### src/rtl/hazard_ctrl.sv
// Hazard and forwarding controller for a 4-stage (D, E, M, W) 16-bit pipeline.
// A shadow copy of E/M/W tracks which instructions in flight will write which
// register. From it the block derives load-use / interlock stalls, the
// execute-register flush, registered operand forwarding selects for the
// instruction entering E, and a saturating stall-cycle counter.
module hazard_ctrl #(
   parameter bit FWD_EN    = 1'b1,
   parameter bit RF_BYPASS = 1'b1,
   parameter bit ZERO_REG  = 1'b1
) (
   input  logic        clk,
   input  logic        reset,
   input  logic        validD,
   input  logic [3:0]  srcAddD1,
   input  logic [3:0]  srcAddD2,
   input  logic        useSrcD1,
   input  logic        useSrcD2,
   input  logic [3:0]  destAddD,
   input  logic        RegWriteC,
   input  logic        MemToRegC,
   input  logic        memReadyM,
   output logic        stallF,
   output logic        stallD,
   output logic        flushC,
   output logic [1:0]  fwdSelE1,
   output logic [1:0]  fwdSelE2,
   output logic [15:0] stallCount
);

   // A stage produces a register value when it is valid, writes, and (with a
   // hardwired r0) does not target register 0.
   function automatic logic is_producer(input logic valid, input logic wr,
                                        input logic [3:0] dest);
      return valid & wr & ~(ZERO_REG & (dest == 4'd0));
   endfunction

   // A decode source depends on a stage when it is read and names its destination.
   function automatic logic src_match(input logic use_src, input logic [3:0] addr,
                                      input logic valid_d, input logic producer,
                                      input logic [3:0] dest);
      return use_src & valid_d & producer & (addr == dest);
   endfunction

   // The newest producer wins: E (result will sit in M) before M (result in W).
   function automatic logic [1:0] fwd_select(input logic bubble, input logic hit_e,
                                             input logic hit_m);
      logic [1:0] sel;
      if (bubble || !FWD_EN) begin
         sel = 2'b00;
      end else if (hit_e) begin
         sel = 2'b01;
      end else if (hit_m) begin
         sel = 2'b10;
      end else begin
         sel = 2'b00;
      end
      return sel;
   endfunction

   // Shadow stages. Only E needs the load flag: a load is a hazard only while
   // its data is still one stage away, after that it forwards like an ALU result.
   logic       e_valid_r, m_valid_r, w_valid_r;
   logic [3:0] e_dest_r,  m_dest_r,  w_dest_r;
   logic       e_wr_r,    m_wr_r,    w_wr_r;
   logic       e_load_r;

   logic e_prod_s, m_prod_s, w_prod_s;
   logic hit1_e_s, hit1_m_s, hit1_w_s;
   logic hit2_e_s, hit2_m_s, hit2_w_s;
   logic any_e_s, any_m_s, any_w_s;
   logic lu_fwd_s, lu_il_s, lu_haz_s;
   logic freeze_s, bubble_s;
   logic [1:0] sel1_nxt_s, sel2_nxt_s;

   assign e_prod_s = is_producer(e_valid_r, e_wr_r, e_dest_r);
   assign m_prod_s = is_producer(m_valid_r, m_wr_r, m_dest_r);
   assign w_prod_s = is_producer(w_valid_r, w_wr_r, w_dest_r);

   assign hit1_e_s = src_match(useSrcD1, srcAddD1, validD, e_prod_s, e_dest_r);
   assign hit1_m_s = src_match(useSrcD1, srcAddD1, validD, m_prod_s, m_dest_r);
   assign hit1_w_s = src_match(useSrcD1, srcAddD1, validD, w_prod_s, w_dest_r);
   assign hit2_e_s = src_match(useSrcD2, srcAddD2, validD, e_prod_s, e_dest_r);
   assign hit2_m_s = src_match(useSrcD2, srcAddD2, validD, m_prod_s, m_dest_r);
   assign hit2_w_s = src_match(useSrcD2, srcAddD2, validD, w_prod_s, w_dest_r);

   assign any_e_s = hit1_e_s | hit2_e_s;
   assign any_m_s = hit1_m_s | hit2_m_s;
   assign any_w_s = hit1_w_s | hit2_w_s;

   // Without write-before-read in the register file, a W producer is never visible.
   assign lu_fwd_s = (any_e_s & e_load_r) | (~RF_BYPASS & any_w_s);
   assign lu_il_s  = any_e_s | any_m_s | (~RF_BYPASS & any_w_s);

   assign freeze_s = ~memReadyM;
   assign bubble_s = lu_haz_s | ~validD;

   assign sel1_nxt_s = fwd_select(bubble_s, hit1_e_s, hit1_m_s);
   assign sel2_nxt_s = fwd_select(bubble_s, hit2_e_s, hit2_m_s);

   // Pick the hazard rule for the configured mode; reset masks any hazard.
   always_comb begin
      lu_haz_s = 1'b0;
      if (reset) begin
         lu_haz_s = 1'b0;
      end else if (FWD_EN) begin
         lu_haz_s = lu_fwd_s;
      end else begin
         lu_haz_s = lu_il_s;
      end
   end

   // Freeze holds everything without flushing; a hazard holds F/D and bubbles E.
   always_comb begin
      stallF = 1'b0;
      stallD = 1'b0;
      flushC = 1'b0;
      if (freeze_s) begin
         stallF = 1'b1;
         stallD = 1'b1;
         flushC = 1'b0;
      end else if (lu_haz_s) begin
         stallF = 1'b1;
         stallD = 1'b1;
         flushC = 1'b1;
      end else begin
         stallF = 1'b0;
         stallD = 1'b0;
         flushC = 1'b0;
      end
   end

   // Advance the shadow pipeline and forwarding selects unless memory freezes it.
   always_ff @(posedge clk) begin
      if (reset) begin
         e_valid_r <= 1'b0;
         e_dest_r  <= 4'd0;
         e_wr_r    <= 1'b0;
         e_load_r  <= 1'b0;
         m_valid_r <= 1'b0;
         m_dest_r  <= 4'd0;
         m_wr_r    <= 1'b0;
         w_valid_r <= 1'b0;
         w_dest_r  <= 4'd0;
         w_wr_r    <= 1'b0;
         fwdSelE1  <= 2'b00;
         fwdSelE2  <= 2'b00;
      end else if (memReadyM) begin
         w_valid_r <= m_valid_r;
         w_dest_r  <= m_dest_r;
         w_wr_r    <= m_wr_r;
         m_valid_r <= e_valid_r;
         m_dest_r  <= e_dest_r;
         m_wr_r    <= e_wr_r;
         e_valid_r <= ~bubble_s;
         e_dest_r  <= destAddD;
         e_wr_r    <= RegWriteC & ~bubble_s;
         e_load_r  <= MemToRegC & ~bubble_s;
         fwdSelE1  <= sel1_nxt_s;
         fwdSelE2  <= sel2_nxt_s;
      end
   end

   // Count every cycle fetch is held (freeze or hazard), saturating at all ones.
   always_ff @(posedge clk) begin
      if (reset) begin
         stallCount <= 16'd0;
      end else if (stallF && (stallCount != 16'hFFFF)) begin
         stallCount <= stallCount + 16'd1;
      end
   end

endmodule

### config.mk
export PLATFORM = sky130hd
export DESIGN_NAME = hazard_ctrl
export DESIGN_NICKNAME = d
export VERILOG_FILES = /design/src/rtl/hazard_ctrl.sv
export SDC_FILE = /design/constraint.sdc
export NUM_CORES = 1
export LEC_CHECK = 0
export ABC_AREA = 1
export CORE_MARGIN = 4
export CORE_UTILIZATION = 56
export CTS_CLUSTER_SIZE = 40
export DETAILED_ROUTE_END_ITERATION = 6
export DONT_BUFFER_PORTS = 1
export PLACE_DENSITY = 0.76
export SYNTH_ARGS = -nofsm -noshare
export SYNTH_HDL_FRONTEND = slang
export SYNTH_SLANG_ARGS = --single-unit
### constraint.sdc
create_clock -name clk -period 1.37 [get_ports clk]
set_input_delay 0.2055 -clock clk [delete_from_list [all_inputs] [get_ports clk]]
set_output_delay 0.2055 -clock clk [all_outputs]
set_load 0.02 [all_outputs]
# Word-level counts from Yosys, hierarchy flattened
# Index checks and enable logic that the tools add are counted.
[word_totals] inputBits=20 reg_bits=33 output_inout_bits=23 wordCells=52
[op_classes] eq_ne=5 reduce_logical=3 add_sub_neg=1 n_mux=10 n_bitwise=23
[ops] cell="1-bit AND" n=17
[ops] cell="16-bit by 1-bit adder with 16-bit output, second input constant" n=1
[ops] cell="4-bit equality test" n=4
[ops] cell="16-bit != test, second input constant" n=1
[ops] cell="2-bit 2-to-1 mux" n=6
[ops] cell="4-bit logical NOT" n=2
[ops] cell="1-bit 2-to-1 mux" n=4
[ops] cell="1-bit NOT" n=4
[ops] cell="1-bit bitwise OR" n=2
[ops] cell="1-bit logical AND" n=1

# Logic depth before layout (Yosys ltp)
[depth] depth_word=11 ltp_mapped=13 depth_no_buf=13

# Least setup slack after synthesis
# No wires, ideal clock.
[synth_timing] kind="flip-flop to flip-flop" start="register stallCount[0]" end="register stallCount[4]" setup_time_ns=0.115 slack_ns=-0.268 t_arrival_ns=1.523 synth_period_minus_slack_ns=1.638 required_ns=1.255 path_stages_with_launch=12 n_path_buf=1 cell_sequence="dfxtp_1 > ha_1 > nand2_1 > inv_1 > nand2_1 > nor2_2 > nand3b_2 > buf_6 > nand3_1 > inv_2 > a21oi_1 > nor2_1"
[synth_between] elab_chain_len=2 word_cells_on_any_way=3 classes_between="1 x add/sub; 1 x eq/ne; 1 x reduce/logical"
[synth_rtl] item="start: declaration" line_no="27" text="output logic [15:0] stallCount"
[synth_rtl] item="start signal: assignment" line_no="168" text="stallCount <= stallCount + 16'd1;"
[synth_rtl] item="parallel branches: the longest is 2 deep, another holds 16-bit by 1-bit adder with 16-bit output"
# Parallel ways; which one is timed is not known.
# A chain may end at the register's enable or synchronous reset.

# Worst setup path in the final report
[layout_timing] start="register e_dest_r[2]" end="output flushC"
[layout_between] elab_chain_len=10 word_cells_on_any_way=14 classes_between="2 x eq/ne; 3 x mux; 8 x bitwise; 1 x reduce/logical"
[layout_rtl] item="start: declaration" line_no="63" text="logic [3:0] e_dest_r, m_dest_r, w_dest_r;"
[layout_rtl] item="start signal: assignment" line_no="155" text="e_dest_r <= destAddD;"
[layout_rtl] item="4-bit logical NOT" line_no="34" text="return valid & wr & ~(ZERO_REG & (dest == 4'd0));"
[layout_rtl] item="1-bit NOT" line_no="34"
[layout_rtl] item="1-bit AND" line_no="34"
[layout_rtl] item="1-bit AND (2 in a row)" line_no="41" text="return use_src & valid_d & producer & (addr == dest);"
[layout_rtl] item="1-bit bitwise OR (*)" line_no="86" text="assign any_e_s = hit1_e_s | hit2_e_s;"
[layout_rtl] item="1-bit AND (*)" line_no="91" text="assign lu_fwd_s = (any_e_s & e_load_r) | (~RF_BYPASS & any_w_s);"
[layout_rtl] item="1-bit 2-to-1 mux (*)" line_no="103" text="if (reset) begin"
[layout_rtl] item="1-bit 2-to-1 mux (*)" line_no="121" text="end else if (lu_haz_s) begin"
[layout_rtl] item="1-bit 2-to-1 mux (*)" line_no="117" text="if (freeze_s) begin"
[layout_rtl] item="end: declaration" line_no="24" text="output logic flushC,"
# Mark *: on every way between the ends. The rest lies on a longest branch, timed or not.

==> flow_summary.yaml <==
clock_tree:
  cts-root-buf: "clkbuf_4"
  clockBufferDepth: 2
  clock_latency_ns: 0.33
  ctsHtreeMaxLevel: 2
  clkTransAtPathRegs_ns: 0.11
  numCtsBuffers: 5
  tritoncts: "built"
  holdBufCountCts: 1
  cts.sinks: 33
timing:
  setup_viol: 26
  worst_pin_slew_ns: 0.592
  fin_ws_ns: -0.496
  hold_viol: 6
  fmax_mhz: 536
  drv_slew: 0
  finClkSkew_ns: 0.0109
  min_period_ns: 1.87
  fin_crit_sh: 1.36
  slew_headroom: 0.603
  hold_slack_ns: -0.0607
  rsz0062_at_grt: "yes"
route:
  routed_wl_mm: 5.84
  viasPerCell: 5.54
  first_pass_iters: 6
  postRouteAntennaNets: 0
  drt-initial-drc-count: 240
  via_count: 2248
  drc_errors: 0
  avgRoutedWirePerCell_um: 14.4
grt:
  use_met3: 0.0675
  use_met1: 0.329
  antenna_found_initial: 0
  globalRouteOverflowTotal: 0
  track_usage: 0.264
  grt_pass1_vias: 2011
  grt-busiest-layer: "met2"
  grt_pass1_wl_mm: 8.98
  grt_start_max_net_pins: 21
  use_met2: 0.439
finish:
  fin_util: 0.771
  fill_cells: 258
  diodes: 0
  nets: 380
  drive_gt1_frac: 0.297
  seqCellArea_um2: 686
  multi_input_area_mm2: 0.00114
  syn_to_final_growth_pct: 33.0
setup_path:
  cp_top_family: "simple AND/OR/NAND/NOR gates"
  cp.required_ns: 1.16
  reg2reg_from: "e_dest_r[2]"
  ff2ff_path_depth: 13
  crit_path_start: "e_dest_r[2]"
  start_kind: "register"
  timing.rr.end: "stallCount[8]"
  critical_path.cell_chain: "inv_2, nand2_1, nand2_1, nor2_1, nand3_2, nand2_2, nand2_4, nor2_4, buf_6"
  cpPeakStageDelay_ns: 0.40
  crit_top_cell: "nand2_1"
  cp_num_buf_inv: 2
  critPathMaxFanout: 4
  rrSetupSlack_ns: -0.47
  worstSetupEndpointType: "output pin"
  cp.depth: 9
  critPathKind: "reg -> out"
  arrival_ns: 1.66
  crit_end: "flushC"
  cp_slowest_cell: "dfxtp_4"
synth:
  yosysMostFrequentCell: "nand2_1"
  syn-cell-area_mm2: 0.00194
  synth_adder_area_share: 0.00646
  synth_top_family_by_area: "simple AND/OR/NAND/NOR gates"
  synth_top_cell_area_share: 0.341
  ys_ff_latch: 33
  synth-simple-area-share: 0.393
  synth.largest_area_cell: "dfxtp_1"
  synth_common_cells: "81 x nand2_1, 50 x nor2_1, 38 x inv_1, 33 x dfxtp_1, 29 x a21oi_1"
  yosysWarnings: 0
  ys_async_sr_fraction: 0
  synth_cell_type_count: 28
  ys.flop_type: "dfxtp_1"
  synthMuxAreaShare: 0
  synthTopCellsByArea: "dfxtp_1 34%, nand2_1 16%, nor2_1 9.7%, a21oi_1 7.5%, inv_1 7.4%"
  ys_seq_area_frac: 0.341
  synth_xor_area_frac: 0.0181
  avgSynthCellArea_um2: 6.24
  synth_fp_nets: 331
  synth-edff-count: 0
  syn_inst: 310
  synth-compound-area-share: 0.114
placement:
  gp_congestion: 0.845
  io_buffer_count: 0
  post-dp-hpwl_mm: 3.57
run_status:
  status: "complete, but fails checks"
  violations: "hold timing, setup timing"
power_and_ir_drop:
  power_leakage_nw: 1.26
  cellPowerDensity_mw_per_mm2: 764
  ir_drop_v: 0.000814
  total_power_mw: 1.97
floorplanning:
  initial_core_util: 0.580
  row_count: 21
  core-area_mm2: 0.00334
  die_area_mm2: 0.00446
  die_w_um: 66.8
  io_pins: 43
  die_h_um: 66.8
job:
  maxCapViolations: 0
hold_path:
  hp-class: "in -> reg"
==> cell families after synthesis <==
group	after synthesis
simple gates	175
buf+inv	54
fa+ha+maj	1
xor+xnor	4
compound gates	43
flops	33
==> how the worst min path moves through the flow <==
| stage | start | to | slack, ns | depth (start not counted) |
|---|---|---|---|---|
| after detailed placement | reset | fwdSelE1[1] | 0.28 | 1 |
| after global routing | reset | fwdSelE1[1] | -0.08 | 1 |
| after floorplan | MemToRegC | e_load_r | 0.37 | 2 |
| final | reset | fwdSelE1[1] | -0.06 | 1 |
| after CTS | reset | fwdSelE1[1] | -0.08 | 1 |
| after global placement | reset | e_wr_r | 0.28 | 1 |
==> cell type report <==
class | count | area share
timing repair buffer | 53 | 0.181
multi-input combinational | 224 | 0.442
clock buffer | 7 | 0.0253
tap | 46 | 0.0224
inverter | 42 | 0.0613
sequential | 33 | 0.266
clock inverter | 1 | 0.00194
==> layer usage <==
layer,up-vias,share of wire
li1,1079,-
met1,1011,0.40
met2,134,0.47
met3,24,0.098
met4,0,0.028
met5,-,0
==> report_power, final <==
part	leakage (nW)	switching, mW	internal, mW
registers	0.275	0.0341	0.988
clock network	0.0413	0.343	0.298
logic	0.946	0.168	0.137
total	1.26	0.545	1.42
==> cell usage in the layout, fill, tap and decap left out <==
master          n
dfxtp_4         4
o211ai_1        1
inv_1          33
xnor2_1         2
buf_6           2
o21ai_0        11
nor3_1          1
buf_4          46
clkinv_1        2
nor2_1         44
nand4_1         9
nand2_1        73
dfxtp_2         8
dfxtp_1        21
nand3_2         2
a21oi_1        29
buf_16          1
a21oi_2         1
ha_4            1
buf_12          3
o21ai_1         1
nor2_4          5
xor2_1          2
clkbuf_4        5
dlygate4sd3_1   1
nand3b_4        1
nand2_4         3
nand3_1        22
nand3b_1        1
nand2_8         1
inv_2           7
clkbuf_8        2
clkinv_2        1
nor2_2          4
nand2_2        10
==> metrics by stage <==
stage               hold WS, ns  cell area, um2  setup TNS [ns]  instances  setup WS [ns]
floorplan                 0.365            2000          -0.411        310        -0.0540
global route            -0.0829            2570          -13.38        406         -0.582
global placement          0.277            2290          -0.895        385        -0.0891
CTS                     -0.0831            2530           -7.21        404         -0.401
detailed placement        0.279            2290           -2.10        385         -0.151
finish                  -0.0607            2570          -10.66        406         -0.496
==> repair_timing <==
item | in CTS | in global routing
hold endpoints to repair | 10 | 6
setup endpoints to repair | 26 | 26
pin swaps | 7 | 10
gates resized for setup | 18 | 9
gates cloned | 2 | 0
buffers inserted | 8 | 2
==> flip-flops by register name, indices dropped and copies added, names as in the netlist <==
signal      flops
e_wr_r          1
e_valid_r       1
m_dest_r        4
fwdSelE1        2
m_wr_r          1
e_load_r        1
e_dest_r        4
m_valid_r       1
fwdSelE2        2
stallCount     16
Note: power is estimated with default switching activity, not from simulation.
